===== src/rtl/npx_pkg.sv =====
// Shared types and widths for the NeoPixel frame scheduler and its channel scaler.
package npx_pkg;

    localparam int unsigned CH_W = 8;
    localparam int unsigned PX_W = 3 * CH_W;

    typedef enum logic [2:0] {
        StIdle,
        StFetch,
        StWait,
        StSend,
        StLatch,
        StDone
    } state_e;

endpackage


===== src/rtl/npx_scale.sv =====
// One-channel brightness scaler: (ch * scale) >> 8, purely combinational.
module npx_scale
    import npx_pkg::*;
(
    input  logic [CH_W-1:0] ch,
    input  logic [CH_W-1:0] scale,
    output logic [CH_W-1:0] scaled
);

    logic [2*CH_W-1:0] prod;

    assign prod   = {{CH_W{1'b0}}, ch} * {{CH_W{1'b0}}, scale};
    assign scaled = prod[2*CH_W-1:CH_W];

endmodule


===== src/rtl/npx_frame_sched.sv =====
// Frame scheduler: reads NUM_LEDS pixel words, hands them to the serializer, then holds the latch gap.
// Define NPX_BRIGHTNESS_EN to scale every channel by the global brightness input.
module npx_frame_sched
    import npx_pkg::*;
#(
    parameter int unsigned NUM_LEDS     = 96,
    parameter int unsigned LATCH_CYCLES = 8192,
    parameter int unsigned AUTO_REFRESH = 0
) (
    input  logic            clk,
    input  logic            rst,
    input  logic            start,
    output logic            busy,
    output logic            done,
    output logic            rd_en,
    output logic [7:0]      rd_addr,
    input  logic [PX_W-1:0] rd_data,
    output logic [PX_W-1:0] px_data,
    output logic            px_valid,
    input  logic            px_ready,
    output logic            latch,
    input  logic [CH_W-1:0] brightness
);

    localparam int unsigned      CNT_W     = $clog2(LATCH_CYCLES + 1);
    localparam logic [7:0]       LAST_ADDR = 8'(NUM_LEDS - 1);
    localparam logic [CNT_W-1:0] CNT_LAST  = CNT_W'(LATCH_CYCLES - 1);

    state_e           state_q, state_d;
    logic [7:0]       addr_q, addr_d;
    logic [PX_W-1:0]  px_q, px_d;
    logic [CNT_W-1:0] cnt_q, cnt_d;
    logic [PX_W-1:0]  px_in;

`ifdef NPX_BRIGHTNESS_EN
    for (genvar i = 0; i < 3; i++) begin : g_scale
        npx_scale u_scale (
            .ch     (rd_data[i*CH_W +: CH_W]),
            .scale  (brightness),
            .scaled (px_in[i*CH_W +: CH_W])
        );
    end
`else
    logic unused_brightness;
    assign unused_brightness = ^brightness;
    assign px_in             = rd_data;
`endif

    always_ff @(posedge clk or posedge rst) begin
        if (rst) begin
            state_q <= StIdle;
            addr_q  <= '0;
            px_q    <= '0;
            cnt_q   <= '0;
        end else begin
            state_q <= state_d;
            addr_q  <= addr_d;
            px_q    <= px_d;
            cnt_q   <= cnt_d;
        end
    end

    always_comb begin
        state_d = state_q;
        addr_d  = addr_q;
        px_d    = px_q;
        cnt_d   = cnt_q;
        unique case (state_q)
            StIdle: begin
                if (start) begin
                    state_d = StFetch;
                    addr_d  = '0;
                end
            end
            StFetch: state_d = StWait;
            StWait: begin
                // RAM data lands exactly one cycle after the read strobe.
                px_d    = px_in;
                state_d = StSend;
            end
            StSend: begin
                if (px_ready) begin
                    if (addr_q == LAST_ADDR) begin
                        state_d = StLatch;
                    end else begin
                        addr_d  = addr_q + 8'd1;
                        state_d = StFetch;
                    end
                end
            end
            StLatch: begin
                if (cnt_q == CNT_LAST) begin
                    cnt_d   = '0;
                    state_d = StDone;
                end else begin
                    cnt_d = cnt_q + 1'b1;
                end
            end
            StDone: begin
                if (AUTO_REFRESH != 0 || start) begin
                    state_d = StFetch;
                    addr_d  = '0;
                end else begin
                    state_d = StIdle;
                end
            end
            default: state_d = StIdle;
        endcase
    end

    assign busy     = (state_q != StIdle);
    assign rd_en    = (state_q == StFetch);
    assign px_valid = (state_q == StSend);
    assign latch    = (state_q == StLatch);
    assign done     = (state_q == StDone);
    assign rd_addr  = addr_q;
    assign px_data  = px_q;

endmodule


===== config.mk =====
export PLATFORM = sky130hd
export DESIGN_NAME = npx_frame_sched
export DESIGN_NICKNAME = d
export VERILOG_FILES = /design/src/rtl/npx_pkg.sv /design/src/rtl/npx_scale.sv /design/src/rtl/npx_frame_sched.sv
export SDC_FILE = /design/constraint.sdc
export NUM_CORES = 1
export LEC_CHECK = 0
export ABC_AREA = 1
export CORE_ASPECT_RATIO = 1.5
export CORE_MARGIN = 10
export CORE_UTILIZATION = 47
export CTS_BUF_LIST = sky130_fd_sc_hd__clkbuf_8 sky130_fd_sc_hd__clkbuf_16
export DETAILED_ROUTE_END_ITERATION = 6
export PLACE_DENSITY = 0.8
export REMOVE_ABC_BUFFERS = 1
export SYNTH_ARGS = -nofsm -noshare
export SYNTH_HDL_FRONTEND = slang
export SYNTH_SLANG_ARGS = --single-unit

===== constraint.sdc =====
create_clock -name clk -period 1.8 [get_ports clk]
set_input_delay 0.18 -clock clk [delete_from_list [all_inputs] [get_ports clk]]
set_output_delay 0.18 -clock clk [all_outputs]
set_load 0.1 [all_outputs]

== Word level (Yosys, flattened, before mapping) ==
Index checks and enable logic that the tools add are counted.
Widths: inputs -> output; s select.
Storage, ports and cells
  bits in registers: 49
  bits of input ports: 36
  output and inout bits: 37
  logic and storage cells: 35
Operators by class
  $add $sub $neg: 2
  equal/unequal tests: 12
  mux-type cells: 11
  reductions and logical operators: 6
Operator list (number)
  $mux 8: 3
  $pmux 3 s6: 1
  $pmux 8 s2: 1
  $add 14x1->14 const B: 1
  $eq 14x13->1 const B: 1
  $mux 14: 1
  $mux 3: 4
  $add 8x1->8 const B: 1
  $eq 8x7->1 const B: 1
  $eq 3x2->1 const B: 2
  $eq 3x3->1 const B: 2
  $ne 2x1->1 const B: 3
  $ne 2x2->1 const B: 2
  $reduce_and 4->1: 1
  $eq 3x1->1 const B: 1
  $logic_not 3->1: 1
  $reduce_and 3->1: 1
  $reduce_bool 3->1: 1
  $reduce_bool 2->1: 1
  $reduce_or 2->1: 1
  $mux 1: 1

== Longest topological paths before layout ==
Gate-level depths: netlist of run 1.
  depth in word-level cells: 4
  depth in mapped cells: 9
  mapped depth without buffers: 9

== Least setup slack after synthesis of run 1 ==
No wires, ideal clock.
  path kind: flip-flop to flip-flop
  from: register state_q[2]
  to: register state_q[1]
  library setup time: 0.079 ns
  arrival time: 2.809 ns
  required time: 1.721 ns
  slack: -1.088 ns
  cell stages (with the launch flop): 3
  path buffers: 0
  clock period less this slack: 2.888 ns
  cells stage by stage: dfrtp_1 > nor3_1 > nand3b_1
Between the ends
  elaborated cells on any way between the ends: 11
  classes of those cells: eq/ne: 8; mux: 1; reduce/logical: 2
RTL lines
  start: declaration: line npx_frame_sched.sv:29  | state_e state_q, state_d;
  start signal: assignment: line npx_frame_sched.sv:51  | state_q <= StIdle;
  start signal: assignment: line npx_frame_sched.sv:56  | state_q <= state_d;
  $eq 3x1->1
  via rd_en: line npx_frame_sched.sv:15  | output logic rd_en,
  $pmux 3 s6: line npx_frame_sched.sv:68  | unique case (state_q)
The timed path passes the listed nets, and every way through them passes these cells.
A chain may end at the register's enable or synchronous reset.

== Final worst setup path of run 1 ==
  from: register state_q[1]
  to: output latch
Between the ends
  longest elaborated chain between the ends: 1
RTL lines
  $eq 3x3->1: line npx_frame_sched.sv:114  | assign latch = (state_q == StLatch);
  end: declaration: line npx_frame_sched.sv:21  | output logic latch,
No other way between the ends.

==> results.toml, run 1 <==
[run_status]
status = "finished, final reports clean"

[setup_path]
crit_type = "reg2out"
cp_data_arrival_time_ps = 1510
timing.critical_path.slowest_cell_delay_ps = 450
critPathCaptureType = "primary output"
worstPathMaxFanout = 11
required_ps = 1620
cp_slowest_cell = "dfrtp_1"
start_kind = "flip-flop"
cp_cell_sequence = "nor2_1 -> nand2_1 -> inv_2 -> buf_12"

[min_path]
min_path_type = "in2async"

[drt]
vias = 1920
drcViolationCount = 0
wire_per_inst_um = 13.9
routed_wl_mm = 5.57
antenna_left = 0
dr.pass1.iters = 4
drt_iter0_markers = 107
viasPerCell = 4.80

[synthesis]
netlist_area_mm2 = 0.00238
synthDistinctLibCells = 26
ys_ff_latch = 49
ys_seq_area_frac = 0.515
yosys_warnings = 0
avgSynthCellArea_um2 = 9.16
synth_cells = 260

[floorplanning]
start_util = 0.487
dieArea_mm2 = 0.00837
die_w_um = 78.1
die_y_um = 107
boundaryPins = 73
row_count = 31
core_area_mm2 = 0.00489

[clocking]
hold_buffers = 0
cts_max_path_buffers = 2
cts_tree = "built"
path_clk_slew_ps = 100
post_cts_resize_count = 1
clock_latency_ps = 300
cts-root-buf = "clkbuf_8"
cts_setup_buffers = 0
htree_levels = 2
cts_buffers = 5
cts_sinks = 49

[global_routing]
grt_pass1_wl_mm = 9.29
grt_max_degree = 26
grt_pass1_vias = 2023
grt_overflow = 0
grtUsageTotal = 0.135
antenna_found_initial = 0

[placement]
io_buffers = 64
globalplace.congestion = 0.887
dpl.cell_count = 392
hpwl_mm = 4.44
place_worst_setup_slack_ps = 217

[finish]
nets = 371
area_growth_pct = 35.1
drive_gt1_frac = 0.269
finalNonFillerCells = 400
mostFrequentLayoutCell = "nand2_1"
mostFrequentLayoutCells = "nand2_1 (73), dfrtp_1 (49), buf_4 (36)"
antenna_cells = 0

[run]
maxCapViolations = 0

[sta]
finalCriticalPeriod_ps = 1690
fmax_ghz = 0.593
timing.final.ws_setup_ps = 115
rsz0062_at_grt = "no"
worst_clock_skew_ps = 7.35
tightest_slew_ps = 485
fin_hold_ws_ps = 153
maxSlewViolCount = 0
hold_violations = 0
setup_viol = 0
fin_crit_sh = 0.936
timing.slew.headroom = 0.674
[cell usage after synthesis (all sizes together)]
cell type,number,area [um2]
o21ai,5,28.8
nor3b,2,15.0
nand4,4,25.0
nor3,6,35.0
buf,4,25.0
mux2,24,270
a21oi,3,15.0
nand3b,2,15.0
nand2,78,315
nand3,9,50.1
inv,28,105
xor2,5,43.8
xnor2,6,52.6
nor2,33,134
ha,2,25.0
dfrtp,49,1230
[final timing paths]
path	startpoint	end	slack, ps	depth (start not counted)
max	state_q[1]	latch	110	4
min	rst	px_data[0]	150	2
max reg2reg	cnt_q[0]	cnt_q[13]	180	8
min reg2reg	cnt_q[12]	cnt_q[12]	510	1
max in group asynchronous	rst	px_data[4]	1180	3
min in group clk	rd_data[14]	px_data[14]	490	2
[cell families after synthesis]
family,count (synthesis),share of synthesized area
xor+xnor,11,0.0405
simple gates,134,0.247
buf+inv,32,0.0546
flops,49,0.515
mux,24,0.114
compound gates,8,0.0184
fa+ha+maj,2,0.0105
[registers in the layout, summed over array words and instances (netlist names)]
| register | count |
|---|---|
| px_data | 24 |
| cnt_q | 14 |
| state_q | 3 |
| rd_addr | 8 |
[metrics by stage]
stage / setup TNS [ps] / util / instance area (um2)
final: 0 / 0.658 / 3220
after global routing: 0 / 0.658 / 3220
after CTS: 0 / 0.658 / 3220
after detailed placement: 0 / 0.638 / 3120
after global placement: 0 / 0.638 / 3120
after floorplan: -6690 / - / 2360
[worst max-delay path: cells and delay by family (launching register included)]
| kind | cells | cell delay, ps |
|---|---|---|
| AND/OR/NAND/NOR | 2 | 340 |
| buffers and inverters | 2 | 420 |
| flip-flops | 1 | 450 |
[layer usage]
metal	GRT usage	vias to the layer above	wire length, um
li1	-	961	-
met4	0.0476	0	55
met2	0.260	41	3150
met3	0.0376	2	295
met5	0	-	0
met1	0.133	916	2070
[final cells by class]
type | count | area [um2]
repair buffers | 70 | 681
inverters | 28 | 105
fillers | 407 | 1670
multi-input cells | 179 | 1020
well taps | 66 | 82.6
flip-flops and latches | 49 | 1230
clock buffers | 5 | 68.8
clock inverters | 3 | 28.8
Power of run 1 is left out: the tool's default activity adds up to more than one toggle a clock period on the data nets, which glitch-free logic cannot reach.
==> run 2, diff against run 1 <==
CORE_UTILIZATION = 50   (was 47)
DONT_BUFFER_PORTS = 1   (was default)
PLACE_DENSITY = default   (was 0.8)
==> run 2 against run 1 <==
Compared with the run above:
- design area decreased by 9.3%
- utilization decreased by 2.1 points
- critical path type unchanged
- wire length decreased by 4.0%
- worst setup slack improved by 73 ps
- register-to-register slack improved by 20 ps
- non-clock buffer count decreased by 25
- fmax increased by 4.5%
- die area decreased by 4.7%
==> results.toml, run 2 (same netlist as run 1, synthesis figures left out) <==
[floorplanning]
core_area_mm2 = 0.00458
die_y_um = 105
die_w_um = 76.3
dieArea_mm2 = 0.00798
row_count = 30
boundaryPins = 73
start_util = 0.520

[finish]
mostFrequentLayoutCells = "nand2_1 (72), dfrtp_1 (49), buf_4 (40)"
multi_input_area_mm2 = 0.00103
finalNonFillerCells = 373
antenna_cells = 0
mostFrequentLayoutCell = "nand2_1"
area_growth_pct = 22.6
largest_reg_flops = 24
fillCellCount = 427
regArea_mm2 = 0.00123
drive_gt1_frac = 0.301
nets = 346

[setup_path]
critPathCaptureType = "primary output"
required_ps = 1620
cp_data_arrival_time_ps = 1430
crit_buf_inv = 2
cp.depth = 4
cp_slowest_cell = "dfrtp_1"
worstRegToRegCells = 8
worstPathMaxFanout = 8
cp_cell_sequence = "nor2_2 -> nand2_2 -> inv_2 -> buf_6"
start_kind = "flip-flop"
reg2reg_slack_ps = 200
worst_path_dominant_cell_family = "flip-flops"
timing.critical_path.slowest_cell_delay_ps = 430
crit_type = "reg2out"

[placement]
place_worst_setup_slack_ps = 215
io_buffers = 0
dpl.cell_count = 364
hpwl_mm = 4.19
globalplace.congestion = 0.847

[sta]
setup_viol = 0
finalCriticalPeriod_ps = 1610
hold_violations = 0
fmax_ghz = 0.620
timing.final.ws_setup_ps = 188
worst_clock_skew_ps = 7.58
timing.slew.headroom = 0.696
maxSlewViolCount = 0
rsz0062_at_grt = "no"
fin_crit_sh = 0.895
tightest_slew_ps = 456

[drt]
antenna_left = 0
viasPerCell = 4.89
drt_iter0_markers = 95
wire_per_inst_um = 14.3
drcViolationCount = 0
dr.pass1.iters = 4
vias = 1824
routed_wl_mm = 5.35

[run]
maxCapViolations = 0

[min_path]
whs_path_depth = 1
min_path_type = "in2reg"

[clocking]
cts_tree = "built"
cts_sinks = 49
cts_max_path_buffers = 2
htree_levels = 2
clock_latency_ps = 300
cts-root-buf = "clkbuf_8"
cts_buffers = 5
path_clk_slew_ps = 90

[run_status]
status = "finished, final reports clean"

[global_routing]
grtUsageTotal = 0.137
grt_max_degree = 30
antenna_found_initial = 1
grt_overflow = 0
grt_pass1_vias = 1883
grt_pass1_wl_mm = 9.02
==> run 2: final timing paths <==
check | from | endpoint
setup / recovery | state_q[0] | latch
hold / removal | rd_data[18] | px_data[18]
setup reg to reg | cnt_q[0] | cnt_q[9]
hold reg to reg | cnt_q[10] | cnt_q[10]
max in group asynchronous | rst | state_q[0]
min in group asynchronous | rst | px_data[2]
==> run 2: metrics by stage <==
step,TNS (ps),area [um2],utilization,hold slack (ps)
floorplan,-6690,2360,-,331
global placement,0,2810,0.614,97.4
detailed placement,0,2810,0.614,99.4
CTS,0,2910,0.636,16.9
global route,0,2920,0.637,6.67
finish,0,2920,0.637,27.1
==> run 2: timing repair <==
item | 4_1_cts | 5_1_grt
gates resized for setup | 2 | 2
hold buffers | 1 | 0
setup buffers | 0 | 0
endpoints found under the hold margin | 20 | 0
setup endpoints to repair | 1 | 1
gates cloned | 0 | 0
pin swaps | 0 | 0
==> run 2: layout make-up <==
class / count / share of cell area
tap: 64 / 0.0274
timing repair buffer: 45 / 0.132
clock buffer: 5 / 0.0236
multi-input combinational: 179 / 0.354
clock inverter: 3 / 0.00600
inverter: 28 / 0.0360
sequential: 49 / 0.420
==> run 2: layer usage <==
metal  up-vias  track usage  part of all wire
met5         -            0            0.0021
met4         2       0.0533             0.011
met3         6       0.0381             0.047
met2        35        0.266              0.57
met1       867        0.131              0.37
li1        914            -                 -
==> run 2: worst reg2reg max path: stages (launching register included) <==
cell and delay, ps:
dfrtp_1 420, ha_1 190, nand2_1 80, inv_1 80
nand2_1 60, nor2_1 160, nand2_1 70, nor3_1 330
nor2_1 90
Power of run 2 is left out for the same reason.
==> run 3, diff against run 2 <==
SLEW_MARGIN = 20   (was default)
==> results of run 3 <==
The final DEF is identical to that of run 2; final timing and power are the same.
Power of run 3 is left out for the same reason.
